==> config.mk <==
export PLATFORM = sky130hd
export DESIGN_NAME = sys_rst_seq_flat
export DESIGN_NICKNAME = d
export VERILOG_FILES = /design/src/rtl/sys_rst_seq_if.sv /design/src/rtl/sys_rst_seq.sv /design/src/flat_wrapper.sv
export SDC_FILE = /design/constraint.sdc
export NUM_CORES = 1
export LEC_CHECK = 0
export CAP_MARGIN = 20
export CORE_ASPECT_RATIO = 1.4
export CORE_MARGIN = 2
export CORE_UTILIZATION = 45
export CTS_BUF_LIST = sky130_fd_sc_hd__clkbuf_8
export CTS_CLUSTER_DIAMETER = 60
export CTS_CLUSTER_SIZE = 25
export DETAILED_ROUTE_END_ITERATION = 8
export PLACE_DENSITY = 0.67
export SYNTH_ARGS = -nofsm -noshare
export SYNTH_HDL_FRONTEND = slang
export SYNTH_SLANG_ARGS = --single-unit
==> constraint.sdc <==
create_clock -name sys_clk -period 1.8 [get_ports sys_clk]
set_input_delay 0.18 -clock sys_clk [delete_from_list [all_inputs] [get_ports sys_clk]]
set_output_delay 0.18 -clock sys_clk [all_outputs]
set_load 0.1 [all_outputs]
==> src/rtl/sys_rst_seq_if.sv <==
// sys_rst_seq_if: signal bundle between the reset sequencer and its SoC-side user.
//   master : drives PLL lock/straps and software reset requests, observes the rest
//   slave  : the sequencer (sys_rst_seq)
// Signals:
//   pll_lock     PLL lock, asynchronous to sys_clk
//   pll_cfg      PLL strap pins
//   sw_rst_req   per-domain software reset request (one-cycle pulses)
//   rst_n_out    per-domain active-low resets, bit 0 released first
//   pll_cfg_q    latched strap value
//   seq_done     high while all domains run
//   lock_timeout sticky flag, lock wait was bypassed
//   state_o      sequencer state (RESET=0 LATCH=1 WAIT_LOCK=2 RELEASE=3 RUN=4)
interface sys_rst_seq_if #(
  parameter int N_RST = 4
) ();
  logic             pll_lock;
  logic [5:0]       pll_cfg;
  logic [N_RST-1:0] sw_rst_req;
  logic [N_RST-1:0] rst_n_out;
  logic [5:0]       pll_cfg_q;
  logic             seq_done;
  logic             lock_timeout;
  logic [2:0]       state_o;

  modport master (
    output pll_lock, pll_cfg, sw_rst_req,
    input  rst_n_out, pll_cfg_q, seq_done, lock_timeout, state_o
  );

  modport slave (
    input  pll_lock, pll_cfg, sw_rst_req,
    output rst_n_out, pll_cfg_q, seq_done, lock_timeout, state_o
  );
endinterface

==> src/rtl/sys_rst_seq.sv <==
// sys_rst_seq: power-on / run-time reset sequencer.
// Synchronises the board reset, latches the PLL straps, waits for a stable
// PLL lock and releases N_RST reset domains one per STAGE_CYCLES, lowest
// index first. In RUN each domain accepts a software reset pulse that holds
// it for STAGE_CYCLES cycles; losing lock re-sequences every domain.
// Optional feature: define SYS_RST_SEQ_LOCK_TIMEOUT_EN to bypass the lock
// wait after LOCK_TIMEOUT cycles (sets sticky lock_timeout, lock then ignored).
// Ports:
//   sys_clk  system clock
//   rst_n    board reset, asynchronous active-low
//   bus      sys_rst_seq_if.slave (lock, straps, sw requests, domain resets, status)

// Per-domain software reset hold counter and output register.
module sys_rst_seq_lane #(
  parameter int STAGE_CYCLES = 32
) (
  input  logic sys_clk,
  input  logic rst_n,
  input  logic clr,        // abandon any hold (not running in RUN)
  input  logic req,        // start/restart a hold
  input  logic rel,        // domain released by the sequence, next value
  output logic dom_rst_n
);
  localparam int CW = $clog2(STAGE_CYCLES + 1);
  localparam logic [CW-1:0] LOAD = CW'(STAGE_CYCLES);

  logic [CW-1:0] cnt, cnt_nxt;

  always_comb begin
    cnt_nxt = cnt;
    if (clr)             cnt_nxt = '0;
    else if (req)        cnt_nxt = LOAD;
    else if (cnt != '0)  cnt_nxt = cnt - 1'b1;
  end

  always_ff @(posedge sys_clk or negedge rst_n) begin
    if (!rst_n) begin
      cnt       <= '0;
      dom_rst_n <= 1'b0;
    end else begin
      cnt       <= cnt_nxt;
      dom_rst_n <= rel & (cnt_nxt == '0);
    end
  end
endmodule

module sys_rst_seq #(
  parameter int N_RST        = 4,
  parameter int SYNC_STAGES  = 2,
  parameter int LOCK_STABLE  = 16,
  parameter int STAGE_CYCLES = 32,
  parameter int LOCK_TIMEOUT = 4096
) (
  input logic          sys_clk,
  input logic          rst_n,
  sys_rst_seq_if.slave bus
);
  localparam logic [2:0] S_RESET   = 3'd0;
  localparam logic [2:0] S_LATCH   = 3'd1;
  localparam logic [2:0] S_WAIT    = 3'd2;
  localparam logic [2:0] S_RELEASE = 3'd3;
  localparam logic [2:0] S_RUN     = 3'd4;

  localparam int LW = $clog2(LOCK_STABLE + 1);
  localparam int SW = $clog2(STAGE_CYCLES + 1);
  localparam int IW = (N_RST > 1) ? $clog2(N_RST) : 1;
  localparam logic [LW-1:0] LOCK_LAST = LW'(LOCK_STABLE - 1);
  localparam logic [SW-1:0] STG_LAST  = SW'(STAGE_CYCLES);
  localparam logic [SW-1:0] STG_ONE   = SW'(1);
  localparam logic [IW-1:0] IDX_LAST  = IW'(N_RST - 1);

  if (N_RST < 1 || N_RST > 16) begin : g_bad_n
    $error("sys_rst_seq: N_RST must be 1..16");
  end
  if (SYNC_STAGES < 2) begin : g_bad_sync
    $error("sys_rst_seq: SYNC_STAGES must be >= 2");
  end
  if (LOCK_STABLE < 1 || STAGE_CYCLES < 1 || LOCK_TIMEOUT < 1) begin : g_bad_cyc
    $error("sys_rst_seq: LOCK_STABLE, STAGE_CYCLES, LOCK_TIMEOUT must be >= 1");
  end

  // Reset release synchroniser: asserts with rst_n, deasserts on sys_clk.
  logic [SYNC_STAGES-1:0] rsync;
  logic                   rst_sync;
  always_ff @(posedge sys_clk or negedge rst_n) begin
    if (!rst_n) rsync <= '0;
    else        rsync <= {rsync[SYNC_STAGES-2:0], 1'b1};
  end
  assign rst_sync = rsync[SYNC_STAGES-1];

  // PLL lock double-flop.
  logic [1:0] lsync;
  logic       lk;
  always_ff @(posedge sys_clk or negedge rst_n) begin
    if (!rst_n) lsync <= '0;
    else        lsync <= {lsync[0], bus.pll_lock};
  end
  assign lk = lsync[1];

  logic [2:0]       state, state_nxt;
  logic [LW-1:0]    lock_cnt, lock_cnt_nxt;
  logic [SW-1:0]    stg, stg_nxt;
  logic [IW-1:0]    idx, idx_nxt;
  logic [N_RST-1:0] rel, rel_nxt;
  logic [5:0]       cfg_q, cfg_nxt;
  logic             done, done_nxt;
  logic             to_q;
  logic             lost;

`ifdef SYS_RST_SEQ_LOCK_TIMEOUT_EN
  localparam int TW = $clog2(LOCK_TIMEOUT + 1);
  localparam logic [TW-1:0] TO_LAST = TW'(LOCK_TIMEOUT - 1);
  logic [TW-1:0] to_cnt, to_cnt_nxt;
  logic          to_nxt;
`else
  assign to_q = 1'b0;
`endif

  // Once the lock wait was bypassed the lock input is no longer trusted.
  assign lost = !lk && !to_q;

  always_comb begin
    state_nxt    = state;
    lock_cnt_nxt = lock_cnt;
    stg_nxt      = stg;
    idx_nxt      = idx;
    rel_nxt      = rel;
    cfg_nxt      = cfg_q;
    done_nxt     = done;
`ifdef SYS_RST_SEQ_LOCK_TIMEOUT_EN
    to_cnt_nxt   = to_cnt;
    to_nxt       = to_q;
`endif
    case (state)
      S_RESET: if (rst_sync) state_nxt = S_LATCH;
      S_LATCH: begin
        cfg_nxt = bus.pll_cfg;
        // The strap-latch cycle also serves as the first lock sample, so the
        // power-on release lands SYNC_STAGES+1+LOCK_STABLE edges after rst_n.
        lock_cnt_nxt = lk ? LW'(1) : '0;
`ifdef SYS_RST_SEQ_LOCK_TIMEOUT_EN
        to_cnt_nxt = '0;
`endif
        if (lk && LOCK_STABLE == 1) begin
          state_nxt = S_RELEASE;
          stg_nxt   = STG_ONE;
          idx_nxt   = '0;
        end else begin
          state_nxt = S_WAIT;
        end
      end
      S_WAIT: begin
        if (lk && lock_cnt == LOCK_LAST) begin
          state_nxt    = S_RELEASE;
          stg_nxt      = STG_ONE;
          idx_nxt      = '0;
          lock_cnt_nxt = '0;
        end else begin
          lock_cnt_nxt = lk ? lock_cnt + 1'b1 : '0;
`ifdef SYS_RST_SEQ_LOCK_TIMEOUT_EN
          if (to_cnt == TO_LAST) begin
            to_nxt    = 1'b1;
            state_nxt = S_RELEASE;
            stg_nxt   = STG_ONE;
            idx_nxt   = '0;
          end else begin
            to_cnt_nxt = to_cnt + 1'b1;
          end
`endif
        end
      end
      S_RELEASE: begin
        if (lost) begin
          state_nxt    = S_WAIT;
          rel_nxt      = '0;
          lock_cnt_nxt = '0;
`ifdef SYS_RST_SEQ_LOCK_TIMEOUT_EN
          to_cnt_nxt   = '0;
`endif
        end else if (stg == STG_LAST) begin
          stg_nxt      = STG_ONE;
          rel_nxt[idx] = 1'b1;
          if (idx == IDX_LAST) begin
            state_nxt = S_RUN;
            done_nxt  = 1'b1;
          end else begin
            idx_nxt = idx + 1'b1;
          end
        end else begin
          stg_nxt = stg + 1'b1;
        end
      end
      S_RUN: begin
        if (lost) begin
          state_nxt    = S_WAIT;
          rel_nxt      = '0;
          done_nxt     = 1'b0;
          lock_cnt_nxt = '0;
`ifdef SYS_RST_SEQ_LOCK_TIMEOUT_EN
          to_cnt_nxt   = '0;
`endif
        end
      end
      default: state_nxt = S_RESET;
    endcase
  end

  always_ff @(posedge sys_clk or negedge rst_n) begin
    if (!rst_n) begin
      state    <= S_RESET;
      lock_cnt <= '0;
      stg      <= '0;
      idx      <= '0;
      rel      <= '0;
      cfg_q    <= '0;
      done     <= 1'b0;
    end else begin
      state    <= state_nxt;
      lock_cnt <= lock_cnt_nxt;
      stg      <= stg_nxt;
      idx      <= idx_nxt;
      rel      <= rel_nxt;
      cfg_q    <= cfg_nxt;
      done     <= done_nxt;
    end
  end

`ifdef SYS_RST_SEQ_LOCK_TIMEOUT_EN
  always_ff @(posedge sys_clk or negedge rst_n) begin
    if (!rst_n) begin
      to_cnt <= '0;
      to_q   <= 1'b0;
    end else begin
      to_cnt <= to_cnt_nxt;
      to_q   <= to_nxt;
    end
  end
`endif

  // Software requests only count while staying in RUN; leaving RUN (or any
  // other state) clears every hold counter.
  logic             run_stay;
  logic [N_RST-1:0] rst_out;
  assign run_stay = (state == S_RUN) && (state_nxt == S_RUN);

  for (genvar i = 0; i < N_RST; i++) begin : g_lane
    sys_rst_seq_lane #(.STAGE_CYCLES(STAGE_CYCLES)) u_lane (
      .sys_clk   (sys_clk),
      .rst_n     (rst_n),
      .clr       (!run_stay),
      .req       (bus.sw_rst_req[i] & run_stay),
      .rel       (rel_nxt[i]),
      .dom_rst_n (rst_out[i])
    );
  end

  assign bus.rst_n_out    = rst_out;
  assign bus.pll_cfg_q    = cfg_q;
  assign bus.seq_done     = done;
  assign bus.lock_timeout = to_q;
  assign bus.state_o      = state;
endmodule

==> src/flat_wrapper.sv <==
// flat-port wrapper written by rule: the top's interface ports become plain ports
module sys_rst_seq_flat 
#(
  parameter int N_RST        = 4,
  parameter int SYNC_STAGES  = 2,
  parameter int LOCK_STABLE  = 16,
  parameter int STAGE_CYCLES = 32,
  parameter int LOCK_TIMEOUT = 4096
)
  (sys_clk, rst_n, bus_pll_lock, bus_pll_cfg, bus_sw_rst_req, bus_rst_n_out, bus_pll_cfg_q, bus_seq_done, bus_lock_timeout, bus_state_o);
  sys_rst_seq_if #(.N_RST(N_RST)) bus_i ();
  input logic sys_clk;
  input logic rst_n;
  input wire logic [$bits(bus_i.pll_lock)-1:0] bus_pll_lock;
  input wire logic [$bits(bus_i.pll_cfg)-1:0] bus_pll_cfg;
  input wire logic [$bits(bus_i.sw_rst_req)-1:0] bus_sw_rst_req;
  output wire logic [$bits(bus_i.rst_n_out)-1:0] bus_rst_n_out;
  output wire logic [$bits(bus_i.pll_cfg_q)-1:0] bus_pll_cfg_q;
  output wire logic [$bits(bus_i.seq_done)-1:0] bus_seq_done;
  output wire logic [$bits(bus_i.lock_timeout)-1:0] bus_lock_timeout;
  output wire logic [$bits(bus_i.state_o)-1:0] bus_state_o;
  assign bus_i.pll_lock = bus_pll_lock;
  assign bus_i.pll_cfg = bus_pll_cfg;
  assign bus_i.sw_rst_req = bus_sw_rst_req;
  assign bus_rst_n_out = bus_i.rst_n_out;
  assign bus_pll_cfg_q = bus_i.pll_cfg_q;
  assign bus_seq_done = bus_i.seq_done;
  assign bus_lock_timeout = bus_i.lock_timeout;
  assign bus_state_o = bus_i.state_o;
  sys_rst_seq #(.N_RST(N_RST), .SYNC_STAGES(SYNC_STAGES), .LOCK_STABLE(LOCK_STABLE), .STAGE_CYCLES(STAGE_CYCLES), .LOCK_TIMEOUT(LOCK_TIMEOUT)) u_core (.sys_clk(sys_clk), .rst_n(rst_n), .bus(bus_i));
endmodule
# Word level (Yosys, flattened, before mapping)
# Cells that the tools add are included.
# word_totals
ff_bits	59
inputBits	13
elab_cells	114
# classes
addsub	7
order_cmp	2
n_eq_ne	15
mux	44
bitwise	9
n_reduce_logical	20
# ops
op	count
6-bit two-way mux	15
6-bit logical NOT	4
6-bit nonzero test	4
6-bit by 1-bit subtractor with 6-bit output (second input constant)	4
3-bit two-way mux	6
5-bit two-way mux	3
3-bit one-hot mux with 5 select lines	1
5-bit one-hot mux with 3 select lines	1
4-bit two-way mux	3
6-bit one-hot mux with 2 select lines	1
5-bit AND reduction	2
1-bit AND	8
2-bit two-way mux	4
2-bit by 1-bit != test with 1-bit output (second input constant)	4
4-bit one-hot mux with 2 select lines	1
6-bit by 1-bit adder with 6-bit output (second input constant)	1
3-bit by 2-bit equality test with 1-bit output (second input constant)	2
3-bit equality test (second input constant)	2
6-bit equality test (second input constant)	1
1-bit two-way mux	6
2-bit != test (second input constant)	3
5-bit by 1-bit adder with 5-bit output (second input constant)	1
5-bit by 4-bit equality test with 1-bit output (second input constant)	1
4-bit bitwise OR	1
other kinds (15)	18

# Depth between registers and ports, before layout
# Gate-level depths: netlist (run 1).
# depth
word_depth	12
depth_mapped	8
ltp_nobuf	7

# Cells and area by module
# A second synthesis (run 1) with hierarchy kept.
# hier_totals
hier_cells	327
hier_area_um2	3256.9
# by_module_without_submodules
mod	n_inst	cells_each	area_each_um2
sys_rst_seq	1	154	1546.5
sys_rst_seq_lane (u_core.g_lane[1].u_lane ...)	3	43	421.7
sys_rst_seq_lane (u_core.g_lane[0].u_lane)	1	44	445.4

# Worst setup path before layout (run 1)
# No wires, ideal clock.
# synth_timing
kind	reg-to-reg
startpoint	reg u_core.state[2] (netlist: u_core.bus.state_o[2])
endpoint	reg u_core.lock_cnt[4]
setup_time_ps	121
arrival_ps	2188
required_time_ps	1679
setup_slack_ps	-509
path_stages_with_launch	6
path_buffers	1
period_less_slack_ps	2309
cell_sequence	dfrtp_1 buf_2 or3b_2 a21oi_1 nor2_1 a22o_1
# synth_between
elab_chain_len	4
# synth_lines
element	line	source
from (decl)	sys_rst_seq.sv:100	logic [2:0] state, state_nxt;
from (signal assigned)	sys_rst_seq.sv:218	state <= state_nxt;
3-bit by 2-bit equality test with 1-bit output / 3-bit equality test (equally long branches)	sys_rst_seq.sv:134	case (state)
2-bit OR reduction (no source line)	-	
2-bit != test (no source line) / 3-bit nonzero test (equally long branches)	-	
2-bit AND reduction (no source line)	-	
to (signal assigned)	sys_rst_seq.sv:219	lock_cnt <= lock_cnt_nxt;
to (decl)	sys_rst_seq.sv:101	logic [LW-1:0] lock_cnt, lock_cnt_nxt;
# Parallel ways exist; a longest one is shown, timed or not.
# A chain may end at the register's enable or synchronous reset.

# Worst setup path after layout (run 1)
# layout_timing
startpoint	reg u_core.lock_cnt[0]
endpoint	reg u_core.lock_cnt[0]
# layout_between
elab_chain_len	4
# layout_lines
element	line	source
5-bit by 1-bit adder with 5-bit output / 5-bit by 4-bit equality test with 1-bit output (equally long branches)	sys_rst_seq.sv:159, sys_rst_seq.sv:153	
5-bit two-way mux / 1-bit logical AND (equally long branches)	sys_rst_seq.sv:159, sys_rst_seq.sv:153	
5-bit two-way mux (*)	sys_rst_seq.sv:153	if (lk && lock_cnt == LOCK_LAST) begin
5-bit one-hot mux with 3 select lines (*)	sys_rst_seq.sv:134	
# Every way passes the cells marked *; elsewhere a longest branch is shown, timed or not.

==> results of run 1 <==
cell usage in the layout, fill, tap and decap left out, types with 5 or more instances in the layout:
cell	Yosys	routed
buf_4	5	33
or2_2	6	6
nand4_1	5	5
clkbuf_8	0	12
nand3_1	10	10
nand2_1	12	12
dfrtp_1	59	56
nand2b_1	7	7
a21oi_1	15	13
clkdlybuf4s50_1	0	11
nor3_1	12	11
xnor2_1	19	19
mux2_2	6	6
inv_1	29	32
ha_1	16	14
nor2_1	40	39
cells in the mapped netlist, types with 4 or more instances:
cell,count
inv_1,29
o31ai_1,4
nor2_1,40
o21ai_0,4
buf_4,5
dfrtp_1,59
nor4_1,4
nand3_1,10
mux2_2,6
a21oi_1,15
nor2b_1,4
a22o_1,4
nand2b_1,7
xnor2_1,19
clkbuf_1,10
ha_1,16
or2_2,6
nand4_1,5
nor3_1,12
nand2_1,12
a211oi_1,4
power breakdown:
part | internal [W] | total (W) | switching (W)
Clock | 0.000738 | 0.00123 | 0.000495
Sequential | 0.00148 | 0.00160 | 0.000117
Combinational | 0.000506 | 0.00158 | 0.00107
Total | 0.00272 | 0.00441 | 0.00169
metal layers:
metal / global-route usage / part of all wire / wire length, um / vias to the layer above
met3: 0.0409 / 0.033 / 203 / 14
li1: - / - / - / 1223
met5: 0 / 0 / 0 / -
met2: 0.284 / 0.51 / 3090 / 37
met1: 0.211 / 0.43 / 2660 / 1175
met4: 0.0990 / 0.027 / 164 / 0
logic make-up (layout without fill, tap and decap cells):
group	Yosys count	after routing	synth area share
other	2	2	0.00234
xor gates and xnor gates	21	21	0.0574
DFF	59	59	0.461
and+or+nand+nor	119	119	0.202
muxes	7	7	0.0242
buffers and inverters	46	95	0.0605
AOI/OAI and AO/OA	58	58	0.130
adders and majority gates	16	16	0.0625
state kept, by name, indices dropped and copies added (netlist names), 3 cells and up:
signal,cells
u_core.g_lane.u_lane.cnt,24
u_core.bus.pll_cfg_q,6
u_core.stg,6
u_core.lock_cnt,5
u_core.g_lane.u_lane.dom_rst_n,4
u_core.rel,4
u_core.bus.state_o,3
worst paths after layout:
path                                                 from                             endpoint  cells after the start  slack, ns
max                        u_core.lock_cnt[0]$_DFFE_PN0P_       u_core.lock_cnt[0]$_DFFE_PN0P_                      7       0.04
min                                          bus_pll_lock            u_core.lsync[0]$_DFF_PN0_                      1       0.31
max reg2reg                u_core.lock_cnt[0]$_DFFE_PN0P_       u_core.lock_cnt[0]$_DFFE_PN0P_                      7       0.04
min reg2reg                     u_core.lsync[0]$_DFF_PN0_            u_core.lsync[1]$_DFF_PN0_                      0       0.35
max in group asynchronous                           rst_n      u_core.bus.state_o[1]$_DFF_PN0_                      3       1.15
min in group asynchronous                           rst_n  u_core.bus.pll_cfg_q[3]$_DFFE_PN0P_                      3       0.38
stage by stage:
step                      hold WS, ns  setup TNS (ns)  instances  instance area [um^2]  power (W)
after floorplan                -0.116          -0.147        328                  3250    0.00273
after detailed placement        0.214               0        454                  3720    0.00318
after global routing            0.308         -0.0463        472                  3970    0.00464
after global placement          0.210               0        454                  3720    0.00316
final                           0.312               0        472                  3970    0.00441
after CTS                       0.291               0        472                  3940    0.00445
what timing repair did:
| item | 4_1_cts | 5_1_grt |
|---|---|---|
| gates resized for setup | 0 | 6 |
| setup endpoints to repair | 1 | 4 |
| hold buffers | 1 | 0 |
| setup buffers | 1 | 0 |
| pin swaps | 0 | 5 |
| hold endpoints to repair | 59 | 0 |
| gates cloned | 0 | 0 |
cell type report:
| class | count | area (um^2) |
|---|---|---|
| fillers | 620 | 2970 |
| multi-input cells | 223 | 1590 |
| flip-flops and latches | 59 | 1490 |
| repair buffers | 50 | 453 |
| clock buffers | 12 | 165 |
| well taps | 95 | 119 |
| inverters | 29 | 109 |
| clock inverters | 4 | 41.3 |
==> out/metrics.csv, run 1 <==
stage,metric,value,unit
run_status,status,"complete, no violations",
setup_path,start_kind,register,
timing,clock.fmax,0.567,GHz
grt,grt_pass1_wl,10800,um
grt,track_usage,0.177,
logic_synthesis,yosysSeqAreaShare,0.461,
floorplanning,core,0.00694,mm^2
logic_synthesis,synth_top_area_share,0.461,
clock_network,cts_root_buf,clkbuf_8,
setup_path,worstSetupEndpointType,register,
logic_synthesis,netlist_instances,328,
grt,grt_max_degree,60,
logic_synthesis,synth_area_leaders,"dfrtp_1, ha_1, xnor2_1, nor2_1, inv_1",
placed_design,dpl_worst_slack,0.00624,ns
power_and_ir_drop,leakagePower,1.87,nW
logic_synthesis,syn_avg_cell_area,9.77,um^2
logic_synthesis,mappedNetlistNets,357,
power_and_ir_drop,irDropWorstVdd,0.622,mV
placed_design,gp_routability_congestion,0.825,
logic_synthesis,yosys_most_used_dff,dfrtp_1,
clock_network,h-tree-depth,3,
timing,drv_slew,0,
clock_network,clock_path_buffers,2,
routing,drt-initial-drc-count,189,
setup_path,critPathKind,register to register,
finish,area_growth,23.8,%
grt,first_global_vias,2467,
floorplanning,num_rows,36,
setup_path,critPathMaxStageDelay,0.51,ns
clock_network,cts_buffers,9,
logic_synthesis,yosys_warnings,0,
setup_path,arrival,2.03,ns
timing,post-route-period-util,0.979,
logic_synthesis,synth_cell_types,57,
routing,routedWlPerCell,13.0,um
placed_design,dp_hpwl,4490,um
floorplanning,die_h,104,um
timing,skew,0.00568,ns
timing,rsz0062_at_grt,true,
finish,fin_nets,401,
timing,finalHoldViolCount,0,
routing,dr.pass1.iters,4,
power_and_ir_drop,power_density,1110,mW/mm^2
routing,finalWirelength,6120,um
timing,period_minus_slack,1.76,ns
setup_path,path_max_fanout,3,
setup_path,critPathBufInv,0,
grt,grt_antenna_before_repair,0,
logic_synthesis,synth-seq-cells,59,
hold_path,hold_path_class,input port to register,
setup_path,critical-path-top-delay-family,simple AND/OR/NAND/NOR gates,
clock_network,clock_latency,0.34,ns
floorplanning,pin_count,28,
placed_design,portBuffers,26,
logic_synthesis,synth_edf_count,0,
floorplanning,die_w,75.3,um
clock_network,clkTransAtPathRegs,0.06,ns
setup_path,cpMaxStageDelayCell,or4b_4,
routing,vias,2449,
routing,drc,0,
setup_path,critical_path.cell_chain,ha_2 > and3_4 > ha_4 > or4b_4 > o21ai_2 > a32oi_1 > o2bb2ai_1,
finish,drive_above_1_share,0.220,
clock_network,cts_sinks,59,
logic_synthesis,synth_area,0.00320,mm^2
run,drv_cap,0,
routing,ant_nets,0,
timing,finalWorstSetupSlack,0.0371,ns
setup_path,cp.required,2.07,ns
logic_synthesis,synth_top_area_cell,dfrtp_1,
logic_synthesis,ys_async_sr_fraction,1.00,
floorplanning,initial_core_util,0.462,
timing,finalSetupViolCount,0,
finish,antenna_cells,0,
grt,overflow,0,
clock_network,cts_tree,built,
routing,routed_via_density,5.19,
floorplanning,die_area,0.00782,mm^2
finish,final_util,0.572,
No activity file was read; power rests on OpenSTA's default activity.
==> run 2: changes to the inputs <==
--- a/config.mk
+++ b/config.mk
@@ -16,4 +16,5 @@
 export PLACE_DENSITY = 0.67
 export SYNTH_ARGS = -nofsm -noshare
 export SYNTH_HDL_FRONTEND = slang
+export SYNTH_HIERARCHICAL = 1
 export SYNTH_SLANG_ARGS = --single-unit
==> constraint.sdc (replaced) <==
create_clock -name sys_clk -period 1.8 [get_ports sys_clk]
set_input_delay 0.36 -clock sys_clk [delete_from_list [all_inputs] [get_ports sys_clk]]
set_output_delay 0.36 -clock sys_clk [all_outputs]
set_load 0.1 [all_outputs]
==> run 2 against run 1 <==
Via count grew 5.0%. Maximum frequency shrank 0.83%. First-iteration DRC count grew 7.4%. Register-to-register slack is essentially flat. Global-route usage grew 0.22 points. Synthesized cell count shrank 0.30%. Final area grew 7.2%. Sequential power grew 2%. Worst hold slack gained 0.035 ns. Core utilization grew 3.7 points. Clock skew shrank 0.00062 ns.
==> out/metrics.csv, run 2 <==
stage,metric,value,unit
power_and_ir_drop,irDropWorstVdd,0.678,mV
logic_synthesis,synth_area_leaders,"dfrtp_1, ha_1, nor2_1, xnor2_1, nand2_1",
hold_path,hold_path_depth,0,
setup_path,cpMaxStageDelayCell,or4b_4,
routing,routed_via_density,5.35,
setup_path,critPathMaxStageDelay,0.48,ns
logic_synthesis,ys_async_sr_fraction,1.00,
placed_design,dp_hpwl,4900,um
clock_network,cts_tree,built,
routing,drc,0,
power_and_ir_drop,leakagePower,1.91,nW
clock_network,cts_buffers,9,
finish,multi_input_area,0.00170,mm^2
setup_path,r2r-start,u_core/lock_cnt[1]$_DFFE_PN0P_,
clock_network,cts_sinks,59,
setup_path,critPathKind,register to register,
timing,post-route-period-util,0.988,
grt,first_global_vias,2555,
logic_synthesis,mappedNetlistNets,356,
setup_path,arrival,1.98,ns
setup_path,reg2regPathDepth,6,
logic_synthesis,yosys_warnings,6,
logic_synthesis,synth_area,0.00326,mm^2
clock_network,clkTransAtPathRegs,0.07,ns
grt,grt_antenna_before_repair,0,
finish,fillers,563,
finish,layout_common_cells,"dfrtp_1, nor2_1, buf_4",
hold_path,hold_path_class,register to register,
timing,clock.fmax,0.563,GHz
logic_synthesis,yosysSeqAreaShare,0.453,
routing,ant_nets,0,
grt,grt_max_degree,19,
clock_network,cts_root_buf,clkbuf_8,
timing,skew,0.00506,ns
floorplanning,die_h,105,um
floorplanning,die_area,0.00794,mm^2
setup_path,start_kind,register,
finish,area_growth,30.5,%
floorplanning,pin_count,28,
finish,antenna_cells,0,
hold_path,min_to,u_core/lsync[1]$_DFF_PN0_,
setup_path,critical-path-top-delay-family,simple AND/OR/NAND/NOR gates,
setup_path,critical_path.cell_chain,ha_2 > and3_4 > ha_4 > or4b_4 > o311ai_1 > o31ai_2,
timing,drv_slew,0,
hold_path,hp-start,u_core/lsync[0]$_DFF_PN0_,
finish,mostFrequentLayoutCell,dfrtp_1,
routing,routedWlPerCell,14.1,um
routing,vias,2571,
floorplanning,die_w,75.9,um
setup_path,reg2reg_slack,0.02,ns
setup_path,worstSetupEndpointType,register,
timing,rsz0062_at_grt,true,
floorplanning,initial_core_util,0.466,
logic_synthesis,synth-seq-cells,59,
timing,finalSetupViolCount,0,
logic_synthesis,synth_cell_types,54,
logic_synthesis,netlist_instances,327,
power_and_ir_drop,power_density,1190,mW/mm^2
routing,drt-initial-drc-count,203,
finish,seqCellArea,0.00149,mm^2
run,drv_cap,0,
setup_path,path_max_fanout,3,
clock_network,clock_path_buffers,2,
routing,finalWirelength,6770,um
placed_design,detailed_place.area,0.00391,mm^2
clock_network,h-tree-depth,3,
timing,period_minus_slack,1.78,ns
finish,design_area,0.00425,mm^2
clock_network,clock_latency,0.34,ns
floorplanning,num_rows,36,
placed_design,gp_routability_congestion,0.832,
grt,grt_pass1_wl,11600,um
logic_synthesis,yosys_most_used_dff,dfrtp_1,
setup_path,crit_start,u_core/lock_cnt[1]$_DFFE_PN0P_,
logic_synthesis,syn_avg_cell_area,9.96,um^2
floorplanning,core,0.00698,mm^2
grt,track_usage,0.179,
logic_synthesis,synth_top_area_share,0.453,
grt,overflow,0,
logic_synthesis,synth_most_common_cell,dfrtp_1,
timing,finalHoldViolCount,0,
run_status,status,"complete, no violations",
finish,largest_register,u_core/g_lane.u_lane/cnt,
setup_path,cp.required,2.01,ns
logic_synthesis,synth_top_area_cell,dfrtp_1,
finish,final_util,0.609,
finish,drive_above_1_share,0.280,
setup_path,r2r_end,u_core/idx[0]$_DFFE_PN0P_,
placed_design,portBuffers,26,
logic_synthesis,synth_edf_count,0,
setup_path,critPathBufInv,0,
finish,largest_reg_flops,24,
logic_synthesis,synth_common_cells,"dfrtp_1, nor2_1, nand2_1",
routing,dr.pass1.iters,4,
finish,fin_nets,410,
run 2: cell types whose count changed after synthesis, moves of 6 or more:
| cell | previous run | this run |
|---|---|---|
| xnor2_1 | 19 | 13 |
| buf_6 | 0 | 6 |
| nand2_1 | 12 | 27 |
| inv_1 | 29 | 21 |
| a31oi_1 | 3 | 9 |
| o21ai_0 | 4 | 13 |
| clkbuf_1 | 10 | 1 |
run 2: worst max path at each step:
stage / endpoint / slack (ns) / depth (start not counted)
2_1_floorplan: u_core/g_lane[1].u_lane/dom_rst_n$_DFF_PN0_ / -0.23 / 8
3_3_place_gp: u_core/idx[1]$_DFFE_PN0P_ / 0.07 / 6
3_5_place_dp: u_core/idx[0]$_DFFE_PN0P_ / -0.03 / 6
4_1_cts: u_core/idx[0]$_DFFE_PN0P_ / 0.008 / 6
5_1_grt: u_core/idx[0]$_DFFE_PN0P_ / -0.04 / 6
6_report: u_core/idx[0]$_DFFE_PN0P_ / 0.02 / 6
run 2: layout make-up:
type	count	area share
repair buffers	54	0.143
clock inverters	7	0.0312
well taps	95	0.0280
clock buffers	9	0.0291
inverters	21	0.0194
flip-flops and latches	59	0.349
multi-input cells	236	0.400
run 2: cells by family (layout without fill, tap and decap cells):
family | count (synthesis) | after routing | share of synthesized area
xor gates and xnor gates | 17 | 17 | 0.0457
buffers and inverters | 32 | 91 | 0.0530
DFF | 59 | 59 | 0.453
AOI/OAI and AO/OA | 66 | 66 | 0.143
muxes | 7 | 7 | 0.0254
adders and majority gates | 16 | 16 | 0.0615
and+or+nand+nor | 128 | 128 | 0.216
other | 2 | 2 | 0.00231
run 2: repair_timing:
action	CTS	global route
hold buffers	1	0
setup endpoints to repair	1	13
endpoints found under the hold margin	10	0
gates resized for setup	2	14
pin swaps	0	3
buffers inserted	0	2
run 2: power by group:
group	internal [W]	switching [W]	total, W
sequential	0.00150	0.000142	0.00164
clock	0.00105	0.000524	0.00157
combinational	0.000713	0.00113	0.00185
run 2: metrics by stage:
stage	hold slack [ns]	power [W]	std cells	setup WS (ns)	TNS, ns
after floorplan	0.0644	0.00275	327	-0.229	-1.23
after global placement	0.278	0.00345	462	0.0706	0
after detailed placement	0.284	0.00347	462	-0.0287	-0.0287
after CTS	0.346	0.00506	479	0.00845	0
after global routing	0.363	0.00529	481	-0.0372	-0.109
final	0.347	0.00506	481	0.0223	0
run 2: per-layer routing:
metal  GRT usage  vias up  part of all wire
li1            -     1248                 -
met1       0.221     1255              0.43
met2       0.298       52              0.51
met3      0.0432       16             0.036
met4      0.0805        0             0.025
met5           0        -                 0
